--- src/rtl/uart_pkg.sv ---
// Shared types and helpers for the UART blocks: FSM state encoding, parity
// mode constants and the baud counter width calculation.
package uart_pkg;

    typedef enum logic [2:0] {
        IDLE   = 3'd0,
        START  = 3'd1,
        DATA   = 3'd2,
        PARITY = 3'd3,
        STOP   = 3'd4
    } uart_state_e;

    localparam int PARITY_NONE = 0;
    localparam int PARITY_EVEN = 1;
    localparam int PARITY_ODD  = 2;

    // A divider of 2 still needs one counter bit, so the width never drops below 1.
    function automatic int baud_cnt_width(input int clks_per_bit);
        return (clks_per_bit > 2) ? $clog2(clks_per_bit) : 1;
    endfunction

endpackage

--- src/rtl/uart_tx_baud_tick.sv ---
// Bit-period divider: counts 0..P_CLKS_PER_BIT-1 and flags the last cycle of
// each bit period. Held at 0 while cleared so every frame starts on a fresh period.
module baud_tick
    import uart_pkg::*;
#(
    parameter int P_CLKS_PER_BIT = 434,
    parameter int P_CNT_W        = baud_cnt_width(P_CLKS_PER_BIT)
) (
    input  logic i_clk,
    input  logic i_nreset,
    input  logic i_clear,
    output logic o_tick
);

    localparam logic [P_CNT_W-1:0] LP_LAST = P_CNT_W'(P_CLKS_PER_BIT - 1);

    logic [P_CNT_W-1:0] r_cnt;

    // Bit-period counter with synchronous reset, clear and wrap at the bit boundary.
    always_ff @(posedge i_clk) begin
        if (!i_nreset) begin
            r_cnt <= '0;
        end else if (i_clear) begin
            r_cnt <= '0;
        end else if (r_cnt == LP_LAST) begin
            r_cnt <= '0;
        end else begin
            r_cnt <= r_cnt + P_CNT_W'(1);
        end
    end

    assign o_tick = (r_cnt == LP_LAST);

endmodule

--- src/rtl/uart_tx.sv ---
// UART transmitter: accepts one word per valid/ready handshake and shifts it
// out as start bit, LSB-first data, optional parity and stop bit(s).
module uart_tx
    import uart_pkg::*;
#(
    parameter int P_DATA_WIDTH   = 8,
    parameter int P_CLKS_PER_BIT = 434,
    parameter int P_STOP_BITS    = 1,
    parameter int P_PARITY       = PARITY_NONE
) (
    input  logic                    I_CLK,
    input  logic                    I_NRESET,
    input  logic                    I_VALID,
    input  logic [P_DATA_WIDTH-1:0] I_DATA,
    output logic                    O_READY,
    output logic                    O_TX,
    output logic                    O_BUSY
);

    localparam int         LP_CNT_W      = baud_cnt_width(P_CLKS_PER_BIT);
    localparam logic [3:0] LP_LAST_DATA  = 4'(P_DATA_WIDTH - 1);
    localparam logic [3:0] LP_LAST_STOP  = 4'(P_STOP_BITS - 1);
    localparam bit         LP_HAS_PARITY = (P_PARITY != PARITY_NONE);

    if (P_CLKS_PER_BIT < 2) begin : g_bad_clks
        $error("uart_tx: P_CLKS_PER_BIT must be at least 2");
    end
    if ((P_STOP_BITS < 1) || (P_STOP_BITS > 2)) begin : g_bad_stop
        $error("uart_tx: P_STOP_BITS must be 1 or 2");
    end
    if ((P_PARITY < 0) || (P_PARITY > 2)) begin : g_bad_parity
        $error("uart_tx: P_PARITY must be 0, 1 or 2");
    end
    if ((P_DATA_WIDTH < 5) || (P_DATA_WIDTH > 9)) begin : g_bad_width
        $error("uart_tx: P_DATA_WIDTH must be in 5..9");
    end

    function automatic logic frame_parity(input logic [P_DATA_WIDTH-1:0] d);
        return (P_PARITY == PARITY_ODD) ? ~(^d) : (^d);
    endfunction

    uart_state_e             r_state;
    logic [P_DATA_WIDTH-1:0] r_shift;
    logic [3:0]              r_bit_cnt;
    logic                    r_parity;
    logic                    r_tx;
    logic                    r_ready;
    logic                    r_busy;
    logic                    w_tick;
    logic                    w_clear;

    assign w_clear = (r_state == IDLE);

    baud_tick #(
        .P_CLKS_PER_BIT(P_CLKS_PER_BIT),
        .P_CNT_W       (LP_CNT_W)
    ) u_baud_tick (
        .i_clk   (I_CLK),
        .i_nreset(I_NRESET),
        .i_clear (w_clear),
        .o_tick  (w_tick)
    );

    // Frame sequencer; O_TX/O_READY/O_BUSY are loaded with the value of the state being entered.
    always_ff @(posedge I_CLK) begin
        if (!I_NRESET) begin
            r_state   <= IDLE;
            r_shift   <= '0;
            r_bit_cnt <= 4'd0;
            r_parity  <= 1'b0;
            r_tx      <= 1'b1;
            r_ready   <= 1'b1;
            r_busy    <= 1'b0;
        end else begin
            case (r_state)
                IDLE: begin
                    if (I_VALID && r_ready) begin
                        r_shift   <= I_DATA;
                        r_parity  <= frame_parity(I_DATA);
                        r_bit_cnt <= 4'd0;
                        r_state   <= START;
                        r_tx      <= 1'b0;
                        r_ready   <= 1'b0;
                        r_busy    <= 1'b1;
                    end
                end
                START: begin
                    if (w_tick) begin
                        r_state <= DATA;
                        r_tx    <= r_shift[0];
                    end
                end
                DATA: begin
                    if (w_tick) begin
                        r_shift <= r_shift >> 1;
                        if (r_bit_cnt == LP_LAST_DATA) begin
                            r_bit_cnt <= 4'd0;
                            if (LP_HAS_PARITY) begin
                                r_state <= PARITY;
                                r_tx    <= r_parity;
                            end else begin
                                r_state <= STOP;
                                r_tx    <= 1'b1;
                            end
                        end else begin
                            r_bit_cnt <= r_bit_cnt + 4'd1;
                            r_tx      <= r_shift[1];
                        end
                    end
                end
                PARITY: begin
                    if (w_tick) begin
                        r_state <= STOP;
                        r_tx    <= 1'b1;
                    end
                end
                STOP: begin
                    if (w_tick) begin
                        if (r_bit_cnt == LP_LAST_STOP) begin
                            r_bit_cnt <= 4'd0;
                            r_state   <= IDLE;
                            r_ready   <= 1'b1;
                            r_busy    <= 1'b0;
                        end else begin
                            r_bit_cnt <= r_bit_cnt + 4'd1;
                        end
                    end
                end
                default: begin
                    r_state   <= IDLE;
                    r_bit_cnt <= 4'd0;
                    r_tx      <= 1'b1;
                    r_ready   <= 1'b1;
                    r_busy    <= 1'b0;
                end
            endcase
        end
    end

    assign O_TX    = r_tx;
    assign O_READY = r_ready;
    assign O_BUSY  = r_busy;

endmodule
--- config.mk ---
export PLATFORM = sky130hd
export DESIGN_NAME = uart_tx
export DESIGN_NICKNAME = d
export VERILOG_FILES = /design/src/rtl/uart_pkg.sv /design/src/rtl/uart_tx_baud_tick.sv /design/src/rtl/uart_tx.sv
export SDC_FILE = /design/constraint.sdc
export NUM_CORES = 1
export LEC_CHECK = 0
export ABC_AREA = 0
export BUFFER_PORTS_ARGS = -buffer_cell sky130_fd_sc_hd__buf_2
export CAP_MARGIN = 0
export CORE_MARGIN = 2
export CORE_UTILIZATION = 52
export DETAILED_ROUTE_END_ITERATION = 16
export GPL_TIMING_DRIVEN = 0
export PLACE_DENSITY = 0.86
export SLEW_MARGIN = 20
export SYNTH_ARGS = -nofsm -noshare
export SYNTH_HDL_FRONTEND = slang
export SYNTH_SLANG_ARGS = --single-unit
--- constraint.sdc ---
create_clock -name I_CLK -period 1.7 [get_ports I_CLK]
set_clock_uncertainty 0.1 [all_clocks]
set_input_delay 0.255 -clock I_CLK [delete_from_list [all_inputs] [get_ports I_CLK]]
set_output_delay 0.255 -clock I_CLK [all_outputs]
set_load 0.02 [all_outputs]
After elaboration in Yosys (flattened, before gate mapping)
Index checks and enable logic that the tools add are counted.
{"block": "op_classes", "addsub": 2, "eq_ne": 13, "mux": 30, "bitwise": 4, "n_reduce_logical": 12}
{"op": "3-bit two-way mux", "n": 7}
{"op": "4-bit two-way mux", "n": 5}
{"op": "8-bit two-way mux", "n": 2}
{"op": "4-bit case mux with 4 select lines", "n": 1}
{"op": "8-bit case mux with 2 select lines", "n": 1}
{"op": "3-bit case mux with 5 select lines", "n": 1}
{"op": "1-bit two-way mux", "n": 10}
{"op": "9-bit by 1-bit adder with 9-bit output (second input constant)", "n": 1}
{"op": "9-bit equality test (second input constant)", "n": 1}
{"op": "2-bit by 1-bit != test with 1-bit output (second input constant)", "n": 4}
{"op": "4-bit AND reduction", "n": 2}
{"op": "7-bit AND reduction", "n": 1}
{"op": "3-bit by 2-bit equality test with 1-bit output (second input constant)", "n": 2}
{"op": "2-bit != test (second input constant)", "n": 3}
{"op": "1-bit case mux with 3 select lines", "n": 2}
{"op": "3-bit OR reduction", "n": 2}
{"op": "1-bit case mux with 5 select lines", "n": 1}
{"op": "5-bit AND reduction", "n": 1}
{"op": "4-bit by 1-bit adder with 4-bit output (second input constant)", "n": 1}
{"op": "4-bit by 3-bit equality test with 1-bit output (second input constant)", "n": 1}
{"op": "4-bit logical NOT", "n": 1}
{"op": "1-bit NOT", "n": 4}
{"op": "3-bit by 1-bit equality test with 1-bit output (second input constant)", "n": 1}
{"op": "3-bit equality test (second input constant)", "n": 1}
{"op": "5 further kinds", "n": 5}
{"block": "totals", "reg_bits": 27, "inputBits": 11, "out_inout_bits": 3, "word_cells": 68}

Logic depth before layout (Yosys ltp)
Gate-level depths: netlist (run 1).
{"block": "logic_depth", "word_depth": 4, "mapped_depth": 7, "mapped_depth_nobuf": 6}

Cells and area by module
A second synthesis (run 1) with hierarchy kept.
{"block": "hier_totals", "cells_unflattened": 157, "area_unflattened_um2": 1430.1}
{"mod": "uart_tx", "n_inst": 1, "cells_per_inst": 111, "area_each_um2": 1009.7, "seq_area_each_um2": 360.3}
{"mod": "baud_tick", "n_inst": 1, "cells_per_inst": 46, "area_each_um2": 420.4, "seq_area_each_um2": 180.2}

Worst setup path before layout (run 1)
No wires, ideal clock.
{"block": "synth_path", "path_kind": "reg-to-reg", "startpoint": "reg r_bit_cnt[0]", "endpoint": "reg r_state[2]", "setup_ps": 70, "t_arrival_ps": 1422, "t_required_ps": 1530, "setup_slack_ps": 108, "path_stages_with_launch": 7, "path_buffers": 0, "synth_period_minus_slack_ps": 1592, "path_cell_list": "dfxtp_1 > inv_1 > ha_1 > nor3b_1 > o22ai_4 > or3_1 > a21boi_1"}
{"block": "synth_between", "elab_chain_cells": 3, "elab_cells_between_ends": 5, "cone_classes": "eq/ne: 3; reduce/logical: 2"}
{"item": "start: declaration", "line_no": "uart_tx.sv:44", "text": "logic [3:0] r_bit_cnt;"}
{"item": "start signal: assignment", "line_no": "uart_tx.sv:106", "text": "r_bit_cnt <= r_bit_cnt + 4'd1;"}
{"item": "start signal: assignment", "line_no": "uart_tx.sv:125", "text": "r_bit_cnt <= r_bit_cnt + 4'd1;"}
{"item": "4-bit by 3-bit equality test with 1-bit output or 4-bit logical NOT (tied branches)", "line_no": "uart_tx.sv:96, uart_tx.sv:119"}
{"item": "2-bit != test (no line)"}
{"item": "7-bit AND reduction (no line) (*)"}
{"item": "end signal: assignment", "line_no": "uart_tx.sv:99", "text": "r_state <= PARITY;"}
{"item": "end signal: assignment", "line_no": "uart_tx.sv:102", "text": "r_state <= STOP;"}
{"item": "end signal: assignment", "line_no": "uart_tx.sv:113", "text": "r_state <= STOP;"}
{"item": "end: declaration", "line_no": "uart_tx.sv:42", "text": "uart_state_e r_state;"}
Every way passes the cells marked *; elsewhere a longest branch is shown, timed or not.
A chain may end at the register's enable or synchronous reset.

Final worst setup path (run 1)
{"block": "layout_path", "startpoint": "reg r_state[1]", "endpoint": "reg r_shift[6]"}
{"block": "layout_between", "elab_chain_cells": 3, "elab_cells_between_ends": 7, "cone_classes": "eq/ne: 3; mux: 1; reduce/logical: 3"}
{"item": "start signal: assignment", "line_no": "uart_tx.sv:67", "text": "r_state <= IDLE;"}
{"item": "start signal: assignment", "line_no": "uart_tx.sv:81", "text": "r_state <= START;"}
{"item": "start signal: assignment", "line_no": "uart_tx.sv:89", "text": "r_state <= DATA;"}
{"item": "3-bit by 2-bit equality test with 1-bit output or 3-bit logical NOT (tied branches)", "line_no": "uart_tx.sv:75", "text": "case (r_state)"}
{"item": "2-bit by 1-bit != test with 1-bit output (no line), or another cell as far along"}
{"item": "3-bit AND reduction (no line)"}
{"item": "end signal: assignment", "line_no": "uart_tx.sv:95", "text": "r_shift <= r_shift >> 1;"}
{"item": "end: declaration", "line_no": "uart_tx.sv:43", "text": "logic [P_DATA_WIDTH-1:0] r_shift;"}
Parallel ways exist; a longest one is shown, timed or not.

==> results.md, run 1 <==
- Outcome: finished, final reports clean
- Global-route wire length before repair: 5154 um
- Detailed-route wire length per cell: approximately 16 um
- Area share of the leading cell type in the synthesized netlist: 0.3747
- Data arrival time at the worst-slack endpoint: 1.81 ns
- Post-route non-filler standard cell count: 209
- Maximum resistive drop on vdd: 0.5445 mV
- Setup tns final: 0 ns
- Clock network power share: 0.253
- Total routing resource utilization after global routing: 0.2002
- Detailed-route wire length: about 3300 um
- Number of library cell types mapped by synthesis: 45
- Switch Pwr: 312.1 uW
- Share of total power consumed by net switching: 0.2737
- Post-synthesis async set-or-reset flop share: 0
- DP Cell Count: 197
- Number of synthesized flops with an enable pin: 0
- Number of maximum-capacitance constraint violations: 0
- Hold Fails Final Rpt: 0
- Synthesized net count: 169
- Number of H-tree levels: 1
- Power density normalized to cell area: 668.8 nW/um2
- Final setup margin: 0.03097 ns
- Antenna violations before repair: 0
- Largest net degree at the start of global routing: 17
- TritonRoute pass-1 iters: 4
- Power Internal: roughly 830 uW
- Number of port buffers: 12
- Worst-path maximum fanout: 10
- Clock latency of the later-clocked register in the worst-skew pair: 0.33 ns
- TritonCTS clock tree: done
- Tightest slew margin relative to the limit: 0.6899
- Buffer levels on the longest clock path: 2
- Class of the most critical setup path: reg2reg
- Synthesized area per cell: 9.368 um2
- Initial Utilization: 0.5370
- DRC errors left: 0
- Clock-pin slew reported for the worst setup and hold paths after clock tree synthesis: approximately 0.15 ns
- Area taken by flip-flops and latches: 554.3 um2
- Crit share post-route: 0.9818
- Total congestion overflow after global routing: 0
- Setup violation total in the final timing report: 0
- Count of vias placed by the detailed router: between 1k and 1.5k
- Antenna Nets Post-Route: 0
- Commonest non-fill, non-tap cell in the layout: sky130_fd_sc_hd__dfxtp_1
- Cell at the root of the clock tree: sky130_fd_sc_hd__clkbuf_4
- Number of nets at the end of the flow: 194
- Placer congestion estimate: ~0.87
- Number of clock sinks seen by CTS: 27
- Area inside the core boundary: 2686 um2
- Post-route standard cell area excluding fillers: roughly 1700 um2
- Flip-flop cell with the highest count after synthesis: sky130_fd_sc_hd__dfxtp_1
- Yosys Warn Count: 0
- Proportion of power drawn by flip-flops and latches: 0.602
- Worst endpoint required time: about 1.8 ns
- Tmin final: 1.669 ns
- Number of slew-limit violations in the final report: 0
- Total leakage power: 0.0007448 uW
- Share of total power in combinational logic: 0.145
- Library cell occupying the most area in the post-synthesis netlist: sky130_fd_sc_hd__dfxtp_1
- Fill cell total of the finished layout: 224
- Multi-input logic area: 885.9 um2
- Share of cells above drive strength 1: 0.2865
- Least-Margin Pin Slew: 0.4652 ns
- Cell area after technology mapping: 1443 um2
- Most frequent cells in the layout: sky130_fd_sc_hd__dfxtp_1 (22), sky130_fd_sc_hd__o21ai_0 (16), sky130_fd_sc_hd__buf_2 (13), sky130_fd_sc_hd__nor2_1 (12), sky130_fd_sc_hd__buf_4 (8)
- Setup crit end kind: flop
- Total placed instance area: 1541 um2
- Width of the chip: about 57 um
- Synth Instances: 154
- Worst path max stage delay: 0.42 ns
- Worst path cell trace: or3b_4, buf_6, mux2i_2, o21ai_0, o311a_1
- Antenna diode count: 0
- Number of standard-cell rows in the floorplan: 19
- Vias in the first global route: 1154
- Initial drt markers: 57
- Place WS: -0.1636 ns
- Half-perimeter wire length after detailed placement: 2117 um
- Cell with the largest stage delay on the worst path: sky130_fd_sc_hd__or3b_4
- Min-delay worst type: in2reg
- Highest Clock Rate: 0.5991 GHz
- Share of the yosys chip area belonging to registers: 0.3747
- Area overhead of the layout relative to synthesis: 18.21%
- Post-synthesis sequential element count: 27
- Number of ports placed on the die boundary: 14
- Count of hold-fix buffers inserted at cts: 0
- Cell types occupying the most area after synthesis: sky130_fd_sc_hd__dfxtp_1 (37%), sky130_fd_sc_hd__mux2i_1 (5.6%), sky130_fd_sc_hd__o21ai_0 (5.6%)
- Number of buffers inserted during clock tree synthesis: 3
- Vertical extent of the die: ~57 um
- Mean number of vias per cell: 6.182
- Die area: approximately 3200 um2
- Startpoint Class: flop
## logic make-up after synthesis
logic type               count (synthesis)  synth area share
multiplexers                             8           0.05551
buffers and inverters                   12           0.04770
flip-flops                              27            0.3747
AO/OA/AOI/OAI                           45            0.2229
XOR/XNOR                                 7           0.04250
AND/OR/NAND/NOR                         51            0.2220
adder cells (fa/ha/maj)                  4           0.03469
## worst paths after layout
| kind | end | cells past startpoint | slack, ns | from |
|---|---|---|---|---|
| hold reg to reg | u_baud_tick.r_cnt[0] | 1 | 0.36 | u_baud_tick.r_cnt[0] |
| hold / removal | r_shift[7] | 3 | 0.08 | I_DATA[7] |
| setup / recovery | r_shift[6] | 5 | 0.03 | r_state[1] |
| setup reg to reg | r_shift[6] | 5 | 0.03 | r_state[1] |
## routing by layer
metal  GRT usage  vias up  wire, um
met5           0        -         0
met3     0.03456        6       122
met2      0.3522       37      1703
met4     0.08163        0        47
met1      0.2384      622      1387
li1            -      627         -
## critical path: cells and delay by family (launching register included)
| family | cells | cell delay [ns] |
|---|---|---|
| muxes | 1 | 0.19 |
| AOI/OAI and AO/OA | 2 | 0.28 |
| DFF | 1 | 0.41 |
| and+or+nand+nor | 1 | 0.42 |
| buffers and inverters | 1 | 0.18 |
## layout make-up
class | count | area share
Timing Repair Buffer | 20 | 0.07043
Clock inverter | 1 | 0.004402
Clock buffer | 3 | 0.01321
Multi-Input combinational cell | 115 | 0.5194
Inverter | 5 | 0.01101
Buffer | 7 | 0.03375
Tap cell | 31 | 0.02274
Sequential cell | 27 | 0.3250
## Yosys cell counts (all sizes together), types with 2 or more instances
cell / n
nor2b: 2
inv: 5
nand4: 5
or3: 4
xor2: 6
or3b: 2
clkbuf: 2
nor3: 4
a21oi: 6
o311a: 7
nand3: 5
a21boi: 4
a21o: 4
dfxtp: 27
o21ai: 17
nor2: 12
mux2i: 8
nand2: 5
nor3b: 2
ha: 4
buf: 5
## power groups by stage
stage          combinational, uW  sequential, uW  clock (uW)
2_1_floorplan                102             706           0
3_3_place_gp                 144             699           0
3_5_place_dp                 151             702           0
4_1_cts                      160             686         289
5_1_grt                      181             691         316
6_report                     165             686         289
## repair_timing
item | in CTS | in global routing
pin swaps | 2 | 5
resized for setup | 7 | 17
setup endpoints to repair | 23 | 22
setup buffers | 4 | 4
## flip-flops by register name (all words and copies together) (netlist names)
signal             cells
O_READY                1
r_bit_cnt              4
O_BUSY                 1
O_TX                   1
r_state                3
u_baud_tick.r_cnt      9
r_shift                8
## per-stage QoR
stage / hold WS [ns] / total power, uW / utilization
final: 0.08083 / 1141 / 0.6348
after detailed placement: 0.3751 / 852.6 / 0.5738
after global placement: 0.3515 / 843.6 / 0.5738
after CTS: 0.07513 / 1135 / 0.6046
after global routing: 0.07156 / 1188 / 0.6348
after floorplan: 0.3056 / 807.3 / -
(Power assumes the default switching activity.)
==> inputs of run 2 (changes only) <==
--- a/config.mk
+++ b/config.mk
@@ -16,4 +16,5 @@
 export SLEW_MARGIN = 20
 export SYNTH_ARGS = -nofsm -noshare
 export SYNTH_HDL_FRONTEND = slang
+export SYNTH_HIERARCHICAL = 1
 export SYNTH_SLANG_ARGS = --single-unit
==> run 2 against run 1 <==
Worst hold slack improved by 0.069 ns. Sequential share of layout area decreased by 3.3 points. Highest routed layer unchanged. Synthesized area decreased by 0.87%. Combinational power increased by 59%. Utilization increased by 6.5 points. Sequential cell count unchanged. Global-route usage increased by 3.2 points. The flow now finishes with violations (negative setup slack).
==> results.md, run 2 <==
- Outcome: finished with violations
- Violated checks: negative setup slack
- Largest net degree at the start of global routing: 15
- Number of ports placed on the die boundary: 14
- Registers with the most flip-flops: u_baud_tick/r_cnt (9), r_shift (8), r_bit_cnt (4)
- Worst endpoint required time: 1.83 ns
- Antenna diode count: 0
- Maximum resistive drop on vdd: 0.8060 mV
- Antenna violations before repair: 0
- Cell types occupying the most area after synthesis: sky130_fd_sc_hd__dfxtp_1 (38%), sky130_fd_sc_hd__mux2i_1 (4.9%), sky130_fd_sc_hd__nor2_1 (4.7%)
- Post-route non-filler standard cell count: 222
- End of the worst register-to-register path: r_shift[5]
- Number of H-tree levels: 1
- Setup crit end kind: flop
- Post-synthesis sequential element count: 27
- Class of the most critical setup path: reg2reg
- Synthesized area per cell: between 9 and 10 um2
- Worst-path maximum fanout: 8
- Setup violation total in the final timing report: 18
- Total leakage power: 0.0007389 uW
- Data arrival time at the worst-slack endpoint: between 2 and 2.5 ns
- DP Cell Count: 201
- Setup tns final: -3.075 ns
- Most frequent cell after synthesis: sky130_fd_sc_hd__dfxtp_1
- Hold Crit Start: I_DATA[0]
- Detailed-route wire length: 3683 um
- Synthesized net count: 172
- Vias in the first global route: 1352
- Startpoint Class: flop
- Initial drt markers: 107
- Number of synthesized flops with an enable pin: 0
- Highest Clock Rate: around 0.51 GHz
- Count of vias placed by the detailed router: 1356
- Buffer levels on the longest clock path: 2
- Number of maximum-capacitance constraint violations: 0
- Clock latency of the later-clocked register in the worst-skew pair: ~0.33 ns
- Post-synthesis async set-or-reset flop share: 0
- Area share of the leading cell type in the synthesized netlist: 0.3780
- Hold Fails Final Rpt: 0
- Clock-pin slew reported for the worst setup and hold paths after clock tree synthesis: 0.15 ns
- Largest delay share family, worst path: simple AND/OR/NAND/NOR gates
- Number of clock sinks seen by CTS: 27
- Max reg flops: 9
- Number of buffers inserted during clock tree synthesis: 3
- Vertical extent of the die: 56.44 um
- Placer congestion estimate: 0.8918
- TritonCTS clock tree: done
- Cell at the root of the clock tree: sky130_fd_sc_hd__clkbuf_4
- Antenna Nets Post-Route: 0
- Global-route wire length before repair: a little under 6000 um
- Count of hold-fix buffers inserted at cts: 0
- Power density normalized to cell area: 654.3 nW/um2
- Number of slew-limit violations in the final report: 0
- Tmin final: between 1.5 and 2 ns
- Crit share post-route: 1.143
- Width of the chip: approximately 56 um
- Fill cell total of the finished layout: 204
- Worst path max stage delay: 0.40 ns
- Commonest cells in the netlist: sky130_fd_sc_hd__dfxtp_1 (27), sky130_fd_sc_hd__nor2_1 (18), sky130_fd_sc_hd__nand2_1 (10)
- Most frequent cells in the layout: sky130_fd_sc_hd__dfxtp_1 (23), sky130_fd_sc_hd__nor2_1 (14), sky130_fd_sc_hd__buf_2 (13), sky130_fd_sc_hd__buf_6 (11), sky130_fd_sc_hd__buf_4 (11)
- Total congestion overflow after global routing: 0
- Die area: 3185 um2
- Library cell occupying the most area in the post-synthesis netlist: sky130_fd_sc_hd__dfxtp_1
- DRC errors left: 0
- Share of cells above drive strength 1: 0.3770
- Hold Path End: r_shift[0]
- Met3 usage in global routing: 0.05069
- Cell area after technology mapping: 1430 um2
- Area overhead of the layout relative to synthesis: 31.41%
- RSZ-0062 raised after global routing: yes
- Flip-flop cell with the highest count after synthesis: sky130_fd_sc_hd__dfxtp_1
- Synth Instances: about 160
- Met1 routing resource usage after global routing: 0.2536
- Startpoint of the most critical register-to-register path: u_baud_tick/r_cnt[6]
- Number of nets at the end of the flow: 207
- Share of the yosys chip area belonging to registers: 0.3780
- Half-perimeter wire length after detailed placement: around 2400 um
- Mean number of vias per cell: between 6 and 7
- Register with the highest flop count: u_baud_tick/r_cnt
- Detailed-route wire length per cell: 16.59 um
- Number of port buffers: 13
- Cell count of the worst hold path: 3
- Area inside the core boundary: 2686 um2
- TritonRoute pass-1 iters: 4
- Number of standard-cell rows in the floorplan: 19
- Yosys Warn Count: 6
- Number of library cell types mapped by synthesis: 48
- Tightest slew margin relative to the limit: 0.6334
- Reg2reg path depth: 7
- Least-Margin Pin Slew: approximately 0.55 ns
- Worst path buffer plus inverter count: 1
- R2R setup slack: -0.24 ns
- Worst path cell trace: or3_4, nor3_4, nand2_2, a21boi_4, buf_6, nor2_1, a211oi_1
- Final setup margin: -0.2426 ns
- Initial Utilization: 0.5324
- Cell with the largest stage delay on the worst path: sky130_fd_sc_hd__or3_4
- Min-delay worst type: in2reg
- Total routing resource utilization after global routing: 0.2317
- Met2 Resource Use GR: 0.4286
- Commonest non-fill, non-tap cell in the layout: sky130_fd_sc_hd__dfxtp_1
- Layer with the highest usage after global routing: met2
==> run 2: final cells by class <==
type,instances,area [um2],area share
tap,31,38.79,0.02064
inverter,6,22.52,0.01198
clock buffer,4,26.28,0.01398
buffer,7,60.06,0.03196
timing repair buffer,30,219.0,0.1165
sequential,27,548.0,0.2916
multi-input combinational,117,964.7,0.5133
==> run 2: cell families after synthesis <==
| logic type | count (synthesis) | synth area share |
|---|---|---|
| mux | 8 | 0.05687 |
| fa+ha+maj | 4 | 0.03500 |
| flops | 27 | 0.3780 |
| compound gates | 41 | 0.2336 |
| xor+xnor | 3 | 0.01838 |
| simple gates | 61 | 0.2275 |
| buf+inv | 13 | 0.05074 |
==> run 2: repair_timing <==
action | in CTS | in global routing
pin swaps | 16 | 12
setup buffers | 12 | 5
resized for setup | 18 | 22
cloned | 0 | 0
setup endpoints to repair | 16 | 27
==> run 2: power breakdown <==
part	internal [uW]	leakage, uW	switching, uW
clock	91.9	0.0000150	182
sequential	667	0.000223	26.7
combinational	122	0.000501	140
==> run 2: tightest hold or removal path, stage by stage <==
cell                       delay, ns
sky130_fd_sc_hd__buf_2          0.10
sky130_fd_sc_hd__mux2i_1        0.12
sky130_fd_sc_hd__a211oi_1       0.08
==> run 2: worst max path at each step <==
stage                              start            to  depth (start not counted)
floorplan           u_baud_tick/r_cnt[6]    r_shift[0]                          7
global placement    u_baud_tick/r_cnt[4]    r_shift[6]                          7
detailed placement  u_baud_tick/r_cnt[4]    r_shift[5]                          7
CTS                 u_baud_tick/r_cnt[2]  r_bit_cnt[3]                          7
global route        u_baud_tick/r_cnt[6]    r_shift[5]                          7
finish              u_baud_tick/r_cnt[6]    r_shift[5]                          7
==> run 2: layer usage <==
metal,part of all wire,vias to the layer above
met5,0,-
met2,0.55,37
met4,0.029,0
met1,0.39,659
li1,-,648
met3,0.034,12
==> run 2: through the flow <==
| step | area, um2 | utilization | setup WS (ns) | hold WS, ns | power [uW] |
|---|---|---|---|---|---|
| final | 1879 | 0.6996 | -0.2426 | 0.1497 | 1230 |
| after global routing | 1879 | 0.6996 | -0.3635 | 0.1463 | 1277 |
| after CTS | 1748 | 0.6507 | -0.2134 | 0.1539 | 1198 |
| after detailed placement | 1554 | 0.5785 | -0.4441 | 0.3529 | 896.0 |
| after global placement | 1554 | 0.5785 | -0.3313 | 0.3427 | 881.9 |
| after floorplan | 1450 | - | -0.1359 | 0.3263 | 839.9 |
==> inputs of run 3 (changes only) <==
--- a/config.mk
+++ b/config.mk
@@ -5,7 +5,7 @@
 export SDC_FILE = /design/constraint.sdc
 export NUM_CORES = 1
 export LEC_CHECK = 0
-export ABC_AREA = 0
+export ABC_AREA = 1
 export BUFFER_PORTS_ARGS = -buffer_cell sky130_fd_sc_hd__buf_2
 export CAP_MARGIN = 0
 export CORE_MARGIN = 2
==> run 3 against run 2 <==
The run now ends clean. Largest power group is now combinational cells. Largest cell class unchanged. Critical path depth rose by 2. Routed wire length down 21%. First-iteration DRC count shrank 75%.
==> results.md, run 3 <==
- Number of slew-limit violations in the final report: 0
- Clock-pin slew reported for the worst setup and hold paths after clock tree synthesis: between 0.1 and 0.15 ns
- Number of maximum-capacitance constraint violations: 0
- Post-synthesis async set-or-reset flop share: 0
- Total leakage power: 0.0007367 uW
- Synth Instances: about 220
- Mean number of vias per cell: 5.059
- Number of H-tree levels: 1
- Half-perimeter wire length after detailed placement: 2038 um
- Worst endpoint required time: 1.85 ns
- Area taken by flip-flops and latches: 544.3 um2
- Outcome: finished, final reports clean
- Tmin final: between 1.5 and 2 ns
- Met2 Resource Use GR: 0.2938
- Layer with the highest usage after global routing: met2
- End of the worst register-to-register path: r_bit_cnt[3]
- Min-delay worst type: in2reg
- Initial Utilization: 0.5508
- TritonCTS clock tree: done
- Met3 usage in global routing: 0.02455
- Setup violation total in the final timing report: 0
- Class of the most critical setup path: reg2reg
- Worst-path maximum fanout: 4
- DRC errors left: 0
- Synthesized area per cell: 6.873 um2
- Commonest cells in the netlist: sky130_fd_sc_hd__nand2_1 (60), sky130_fd_sc_hd__nor2_1 (36), sky130_fd_sc_hd__dfxtp_1 (27)
- Hold Crit Start: I_DATA[7]
- Share of cells above drive strength 1: 0.3017
- Least-Margin Pin Slew: approximately 0.41 ns
- Largest delay share family, worst path: simple AND/OR/NAND/NOR gates
- Tightest slew margin relative to the limit: 0.7282
- Data arrival time at the worst-slack endpoint: 1.76 ns
- Count of vias placed by the detailed router: 1381
- Die area: 3369 um2
- Most frequent cells in the layout: sky130_fd_sc_hd__nand2_1 (57), sky130_fd_sc_hd__nor2_1 (35), sky130_fd_sc_hd__dfxtp_1 (24), sky130_fd_sc_hd__inv_1 (13), sky130_fd_sc_hd__buf_2 (13)
- Cell at the root of the clock tree: sky130_fd_sc_hd__clkbuf_4
- Highest Clock Rate: 0.6210 GHz
- TritonRoute pass-1 iters: 4
- Area share of the leading cell type in the synthesized netlist: 0.3558
- Cell area after technology mapping: 1519 um2
- Flip-flop cell with the highest count after synthesis: sky130_fd_sc_hd__dfxtp_1
- Hold Fails Final Rpt: 0
- Area inside the core boundary: 2758 um2
- Commonest non-fill, non-tap cell in the layout: sky130_fd_sc_hd__nand2_1
- Hold Path End: r_shift[7]
- Area overhead of the layout relative to synthesis: 15.24%
- Clock latency of the later-clocked register in the worst-skew pair: 0.31 ns
- Total routing resource utilization after global routing: 0.1814
- Library cell occupying the most area in the post-synthesis netlist: sky130_fd_sc_hd__dfxtp_1
- Crit share post-route: 0.9473
- Maximum resistive drop on vdd: 1.184 mV
- Multi-input logic area: 920.9 um2
- Number of buffers inserted during clock tree synthesis: 3
- Share of the yosys chip area belonging to registers: 0.3558
- Antenna violations before repair: 0
- Total congestion overflow after global routing: 0
- Antenna diode count: 0
- Max reg flops: 9
- Number of ports placed on the die boundary: 14
- Worst path cell trace: inv_1, ha_1, nand2_1, nor2_1, nor2_2, inv_2, nand2_1, nand3_1, a21oi_1
- Initial drt markers: 27
- Synthesized net count: 236
- Cell with the largest stage delay on the worst path: sky130_fd_sc_hd__dfxtp_1
- Registers with the most flip-flops: u_baud_tick/r_cnt (9), r_shift (8), r_bit_cnt (4)
- Number of synthesized flops with an enable pin: 0
- Placer congestion estimate: 0.8856
- Vias in the first global route: 1189
- Number of nets at the end of the flow: 258
- Cell types occupying the most area after synthesis: sky130_fd_sc_hd__dfxtp_1 (36%), sky130_fd_sc_hd__nand2_1 (15%), sky130_fd_sc_hd__nor2_1 (8.9%)
- Worst path buffer plus inverter count: 2
- Detailed-route wire length: 2918 um
- Number of clock sinks seen by CTS: 27
- Fill cell total of the finished layout: 243
- Fin util: 0.6348
- Number of library cell types mapped by synthesis: 27
- Detailed-route wire length per cell: 10.69 um
- Reg2reg path depth: 9
- Startpoint of the most critical register-to-register path: r_bit_cnt[0]
- Vertical extent of the die: 58.05 um
- Startpoint Class: flop
- Most frequent cell after synthesis: sky130_fd_sc_hd__nand2_1
- Width of the chip: 58.05 um
- R2R setup slack: 0.09 ns
- Number of standard-cell rows in the floorplan: 19
- Most frequent CP cell: sky130_fd_sc_hd__nand2_1
- Total placed instance area: 1623 um2
- Register with the highest flop count: u_baud_tick/r_cnt
- Yosys Warn Count: 6
- Met1 routing resource usage after global routing: 0.2472
- Antenna Nets Post-Route: 0
- Post-route standard cell area excluding fillers: around 1800 um2
- Buffer levels on the longest clock path: 2
- Cell count of the worst hold path: 3
- Setup crit end kind: flop
- Number of port buffers: 13
- Global-route wire length before repair: just under 5000 um
- Largest net degree at the start of global routing: 15
- Worst path max stage delay: about 0.42 ns
- Post-synthesis sequential element count: 27
- Power density normalized to cell area: 1512 nW/um2
- Setup tns final: 0 ns
[run 3: what timing repair did]
item	in CTS	in global routing
endpoints found under the setup margin	9	8
hold buffers	0	0
gates resized for setup	5	16
pin swaps	1	7
buffers inserted	2	2
[run 3: layout make-up]
type,count,share of cell area
well taps,31,0.02216
multi-input cells,166,0.5261
flip-flops and latches,27,0.3109
plain buffers,3,0.01501
clock buffers,4,0.01501
inverters,25,0.05647
repair buffers,17,0.05432
[run 3: cells by family after synthesis]
group | synth area share
flip-flops | 0.3558
XOR/XNOR | 0.01730
AND/OR/NAND/NOR | 0.4152
buffers and inverters | 0.08073
AO/OA/AOI/OAI | 0.09802
adder cells (fa/ha/maj) | 0.03295
[run 3: worst reg2reg max path, cell delays in order (launching register included)]
cell and delay, ns:
sky130_fd_sc_hd__dfxtp_1 0.42, sky130_fd_sc_hd__inv_1 0.09, sky130_fd_sc_hd__ha_1 0.20, sky130_fd_sc_hd__nand2_1 0.09, sky130_fd_sc_hd__nor2_1 0.06, sky130_fd_sc_hd__nor2_2 0.20
sky130_fd_sc_hd__inv_2 0.04, sky130_fd_sc_hd__nand2_1 0.12, sky130_fd_sc_hd__nand3_1 0.09, sky130_fd_sc_hd__a21oi_1 0.13
[run 3: per-layer routing]
| metal | wire, um | share of wire |
|---|---|---|
| met3 | 92 | 0.032 |
| met1 | 1395 | 0.48 |
| met2 | 1401 | 0.48 |
| met4 | 29 | 0.0099 |
| met5 | 0 | 0 |
[run 3: power by group]
| part | internal (uW) | leakage [uW] | switching, uW | total [uW] |
|---|---|---|---|---|
| Combinational | 530 | 0.000500 | 940 | 1470 |
| Clock | 91.5 | 0.0000150 | 176 | 267 |
| Sequential | 779 | 0.000222 | 131 | 910 |
| Total | 1400 | 0.000737 | 1250 | 2650 |
[run 3: worst max path at each step]
stage                               startpoint      endpoint  cells after the start
after floorplan           u_baud_tick/r_cnt[0]  r_bit_cnt[0]                     12
after global placement    u_baud_tick/r_cnt[0]  r_bit_cnt[3]                     12
after detailed placement  u_baud_tick/r_cnt[0]  r_bit_cnt[1]                     12
after CTS                 u_baud_tick/r_cnt[1]  r_bit_cnt[3]                     12
after global routing              r_bit_cnt[0]  r_bit_cnt[0]                      9
final                             r_bit_cnt[0]  r_bit_cnt[3]                      9
[run 3: per-stage QoR]
stage / worst slack (ns) / std cells / power (uW) / hold WS (ns)
after global placement: -0.06951 / 265 / 2242 / 0.3486
after detailed placement: -0.06957 / 265 / 2259 / 0.3550
after CTS: 0.005444 / 271 / 2568 / 0.08595
after floorplan: 0.08430 / 221 / 2011 / 0.2907
final: 0.08961 / 273 / 2647 / 0.08936
after global routing: -0.01279 / 273 / 2887 / 0.08206
